$ cat src/rtl/bus_expect_fifo.sv
// Synchronous FIFO holding expected write entries; head is visible combinationally.
// Pointers wrap modulo DEPTH (power of 2); caller guarantees no overflow/underflow.
module bus_expect_fifo #(
  parameter int WIDTH = 34,
  parameter int DEPTH = 8
) (
  input  logic                     i_clk,
  input  logic                     i_rst_n,
  input  logic                     i_push,
  input  logic                     i_pop,
  input  logic [WIDTH-1:0]         i_wdat,
  output logic [WIDTH-1:0]         o_rdat,
  output logic [$clog2(DEPTH):0]   o_level
);

  localparam int AW = $clog2(DEPTH);

  logic [WIDTH-1:0] r_mem [DEPTH];
  logic [AW-1:0]    r_wptr;
  logic [AW-1:0]    r_rptr;
  logic [AW:0]      r_level;

  always_ff @(posedge i_clk or negedge i_rst_n) begin
    if (!i_rst_n) begin
      r_wptr  <= '0;
      r_rptr  <= '0;
      r_level <= '0;
    end else begin
      if (i_push) r_wptr <= r_wptr + AW'(1);
      if (i_pop)  r_rptr <= r_rptr + AW'(1);
      r_level <= r_level + (AW+1)'(i_push) - (AW+1)'(i_pop);
    end
  end

  always_ff @(posedge i_clk) begin
    if (i_push) r_mem[r_wptr] <= i_wdat;
  end

  assign o_rdat  = r_mem[r_rptr];
  assign o_level = r_level;

endmodule

$ cat config.mk
export PLATFORM = sky130hd
export DESIGN_NAME = bus_expect_fifo
export DESIGN_NICKNAME = d
export VERILOG_FILES = /design/src/rtl/bus_expect_fifo.sv
export SDC_FILE = /design/constraint.sdc
export NUM_CORES = 1
export LEC_CHECK = 0
export BUFFER_PORTS_ARGS = -buffer_cell sky130_fd_sc_hd__buf_2
export CAP_MARGIN = 20
export CORE_ASPECT_RATIO = 1.25
export CORE_MARGIN = 5
export CORE_UTILIZATION = 53
export DETAILED_ROUTE_END_ITERATION = 8
export GPL_TIMING_DRIVEN = 1
export PLACE_DENSITY = 0.71
export SLEW_MARGIN = 20
export SYNTH_ARGS = -nofsm -noshare
export SYNTH_HDL_FRONTEND = slang
export SYNTH_SLANG_ARGS = --single-unit
$ cat constraint.sdc
create_clock -name i_clk -period 4.5 [get_ports i_clk]
set_clock_uncertainty 0.15 [all_clocks]
set_input_delay 0.225 -clock i_clk [delete_from_list [all_inputs] [get_ports i_clk]]
set_output_delay 0.225 -clock i_clk [all_outputs]
set_load 0.01 [all_outputs]
Yosys cells after proc, flatten, opt, wreduce, memory -nomap -nowiden. Memory sizes are Yosys's and may differ from the RTL's. Index checks and enable logic that the tools add are counted.

Register bits: 10. Latch bits: 0. RAM bits: 272. Memory bits (read-only): 0. Input bits: 38. Output and inout bits: 38. Memories kept: 1.

Memories: r_mem (depth 8, bits a word 34, rd ports 1, clocked after Yosys merged registers in 0, write ports 1, line 18) `logic [WIDTH-1:0] r_mem [DEPTH];`.

Add/sub/neg operators: 4. Multiply operators: 0. Divide/modulo/power cells: 0. Magnitude comparators: 0. Equal/unequal tests: 0. Shift operators: 0. Mux-type cells: 2. Bitwise gates (word level): 0. Reductions and logical operators: 0.

Operator list (number): 3-bit by 1-bit adder with 3-bit output (second input constant) (2); 4-bit by 1-bit adder with 4-bit output (1); 4-bit by 1-bit subtractor with 4-bit output (1); 1-bit two-way mux (2).

Depth between registers and ports, before layout.
Depth after elaboration: 2. Gate-level depth with buffers: 7.

Worst setup path after synthesis. No wires, ideal clock.

Path type: reg-to-reg. From: register r_wptr[1]. To: memory r_mem[0][0], enable pin. Arrival time: 2.913 ns. Required time: 3.883 ns. Path slack: 0.969 ns. Stages on the path, launching flop included: 3. Buffers on the path: 0. Path through: dfrtp_1 -> nand2b_1 -> nor3_1.

RTL lines: from (decl) (line 19) `logic [AW-1:0] r_wptr;`; from (signal assigned) (line 29) `if (i_push) r_wptr <= r_wptr + AW'(1);`; to (decl) (line 18).

Straight into the memory's write port.

Worst setup path after layout.
From: register r_rptr[0]. To: output o_rdat[28].

Cells in the longest elaborated chain, start to end: 1.

RTL lines: from (decl) (line 20) `logic [AW-1:0] r_rptr;`; from (signal assigned) (line 30) `if (i_pop) r_rptr <= r_rptr + AW'(1);`; memory read 8 x 34 bit; to (decl) (line 12) `output logic [WIDTH-1:0] o_rdat,`.

Every way passes these cells.

==> flow_summary.yaml <==
die:
  core_mm2: 0.0201
  dieArea_mm2: 0.0233
  die_y_um: 169
  num_rows: 58
  ios: 76
  die_x_um: 138
  start_util_pct: 53.6
flow_run:
  maxCapViolCount: 0
worst_setup_path:
  crit_fanout: 48
  crit_path_end_kind: "primary output"
  cp_data_required_time_ns: 4.12
  r2r_cells: 3
  rrSetupSlack_ns: 2.06
  start_kind: "flop"
  crit_type: "reg -> out"
  rr_endpoint: "r_mem[2][13]"
  crit_arrival_ns: 2.70
  cp-startpoint: "r_rptr[0]"
  timing.rr.start: "r_wptr[1]"
  critical_path.endpoint: "o_rdat[28]"
global_route:
  grt_max_degree: 70
  grt_usage_pct: 17.5
  antenna_found_initial: 1
  grt_pass1_wl_mm: 30.6
  grt.overflow.total: 0
  grt_pass1_vias: 5246
timing:
  worstMarginPinSlew_ns: 1.03
  finalSetupViolCount: 0
  period_minus_slack_ns: 3.07
  relSlewSlack_pct: 31.5
  hold_viol_final: 0
  slew_viol_final: 0
  max_freq_mhz: 325
  setup_tns_ns: 0
  rsz0062_at_grt: "false"
  fin_crit_sh_pct: 68.3
clocking:
  cts_tree: "yes"
  clockBufferDepth: 3
  cts_setup_buffers: 0
  h-tree-depth: 1
  clkTransAtPathRegs_ns: 0.07
  cts_buffers: 26
  clockRootBuffer: "clkbuf_16"
  clk-insertion-delay-late_ns: 0.52
  clock-sinks: 282
logic_synthesis:
  yosysMostFrequentCell: "edfxtp_1"
  synthTopCellsByCount: "272 x edfxtp_1, 68 x mux4_2, 26 x mux2_2"
  netlist_area_mm2: 0.0108
  ys_ff_latch: 282
  syn_nets: 489
  synthFlopType: "edfxtp_1"
  netlist.area_leader.share_pct: 75.8
  synth_cell_type_count: 21
  syn_inst: 444
  synth_edf_count: 272
  yosysTopAreaCell: "edfxtp_1"
  yosysSeqAreaShare_pct: 78.1
  syn_avg_cell_area_um2: 24.3
  async_reset_ff_share_pct: 3.55
  yosys-top-cells-area: "edfxtp_1 76%, mux4_2 14%, mux2_2 2.7%"
  yosysWarnings: 0
drt:
  ant_nets: 0
  drt_first_pass_iters: 4
  routed_wl_mm: 19.8
  drt_iter0_markers: 322
  drc: 0
  viasPerCell: 5.55
  vias: 4803
  wl_per_cell_um: 22.9
finish:
  syn_to_final_growth_pct: 18.8
  finalNetCount: 621
  final_core_util_pct: 63.7
  drive_above_1_share_pct: 40.3
power:
  ir_worst_vdd_mv: 0.460
  power_uw: 8190
  p_leak_uw: 0.00428
  power.density_mw_per_mm2: 640
min_path:
  hold_path_class: "in -> reg"
  hp-start: "i_wdat[29]"
placed_design:
  place_hpwl_mm: 11.1
  numPortBuffers: 75
  place.gp.congestion: 0.663
outcome:
  status: "completed"
-- power breakdown --
group	internal, µW	switching, µW
Clock	1330	901
Sequential	3310	351
Combinational	1260	1040
-- area by class of cell --
type                            instances  area (µm²)
Tap cell                              270         338
Multi-Input combinational cell        135        2260
Sequential cell                       282        8430
Fill cell                            1328        7300
Clock inverter                         16         189
Timing Repair Buffer                  124         867
Inverter                                7        26.3
Clock buffer                           31         691
Antenna cell                            1        2.50
-- worst min path at each step --
stage	end	slack, ns	cells past startpoint
2_1_floorplan	o_level[0]	-0.22	0
3_3_place_gp	o_level[0]	-0.05	1
3_5_place_dp	o_level[1]	-0.04	1
4_1_cts	r_mem[2][29]	0.34	2
5_1_grt	r_mem[2][33]	0.37	2
6_report	r_mem[7][29]	0.36	2
-- logic make-up (layout without fill, tap and decap cells) --
group	Yosys count	count (layout)	synth area share (%)
XOR/XNOR	7	7	0.569
other	0	1	0
multiplexers	104	104	18.3
AND/OR/NAND/NOR	15	15	0.615
buffers and inverters	27	178	1.40
AO/OA/AOI/OAI	2	2	0.116
adder cells (fa/ha/maj)	7	7	0.882
flip-flops	282	282	78.1
-- metal layers --
metal  vias to the layer above  GRT usage [%]  wire (µm)
met4                         0           3.21        201
met3                        18           2.97        955
met5                         -              0          0
met2                       112           30.7      10600
met1                      2551           23.4       8030
li1                       2122              -          -
-- flip-flops by register name, summed over array words and instances (netlist names) --
name / flops
r_rptr: 3
o_level: 4
r_mem: 272
r_wptr: 3
-- stage by stage --
stage | cells | area (µm²) | worst slack, ns | hold WS [ns]
floorplan | 444 | 10800 | 0.969 | -0.221
CTS | 864 | 12800 | 1.35 | 0.345
finish | 866 | 12800 | 1.43 | 0.358
global placement | 779 | 11500 | 1.92 | -0.0519
detailed placement | 779 | 11500 | 1.89 | -0.0443
global route | 866 | 12800 | 1.24 | 0.366
-- worst max-delay path, cell delays in order, from the launching register on --
cell and delay (ns):
dfrtp_4 0.73, buf_12 0.42, mux4_2 0.57, mux2_2 0.31, buf_2 0.15
-- layout by cell type, fill, tap and decap left out, drive strengths merged --
master       instances
a21o                 1
a21oi                1
buf                 86
bufinv               4
clkbuf              31
clkinv               7
clkinvlp             4
dfrtp               10
diode                1
dlygate4sd3         38
edfxtp             272
fa                   1
ha                   6
inv                  8
mux2                36
mux4                68
nand2                4
nand2b               3
nor2                 6
nor3                 2
xnor2                5
xor2                 2
-- timing repair --
item	in CTS	in global routing
endpoints found under the hold margin	289	0
hold buffers	38	0
resized for setup	0	0
(Power assumes the default switching activity.)
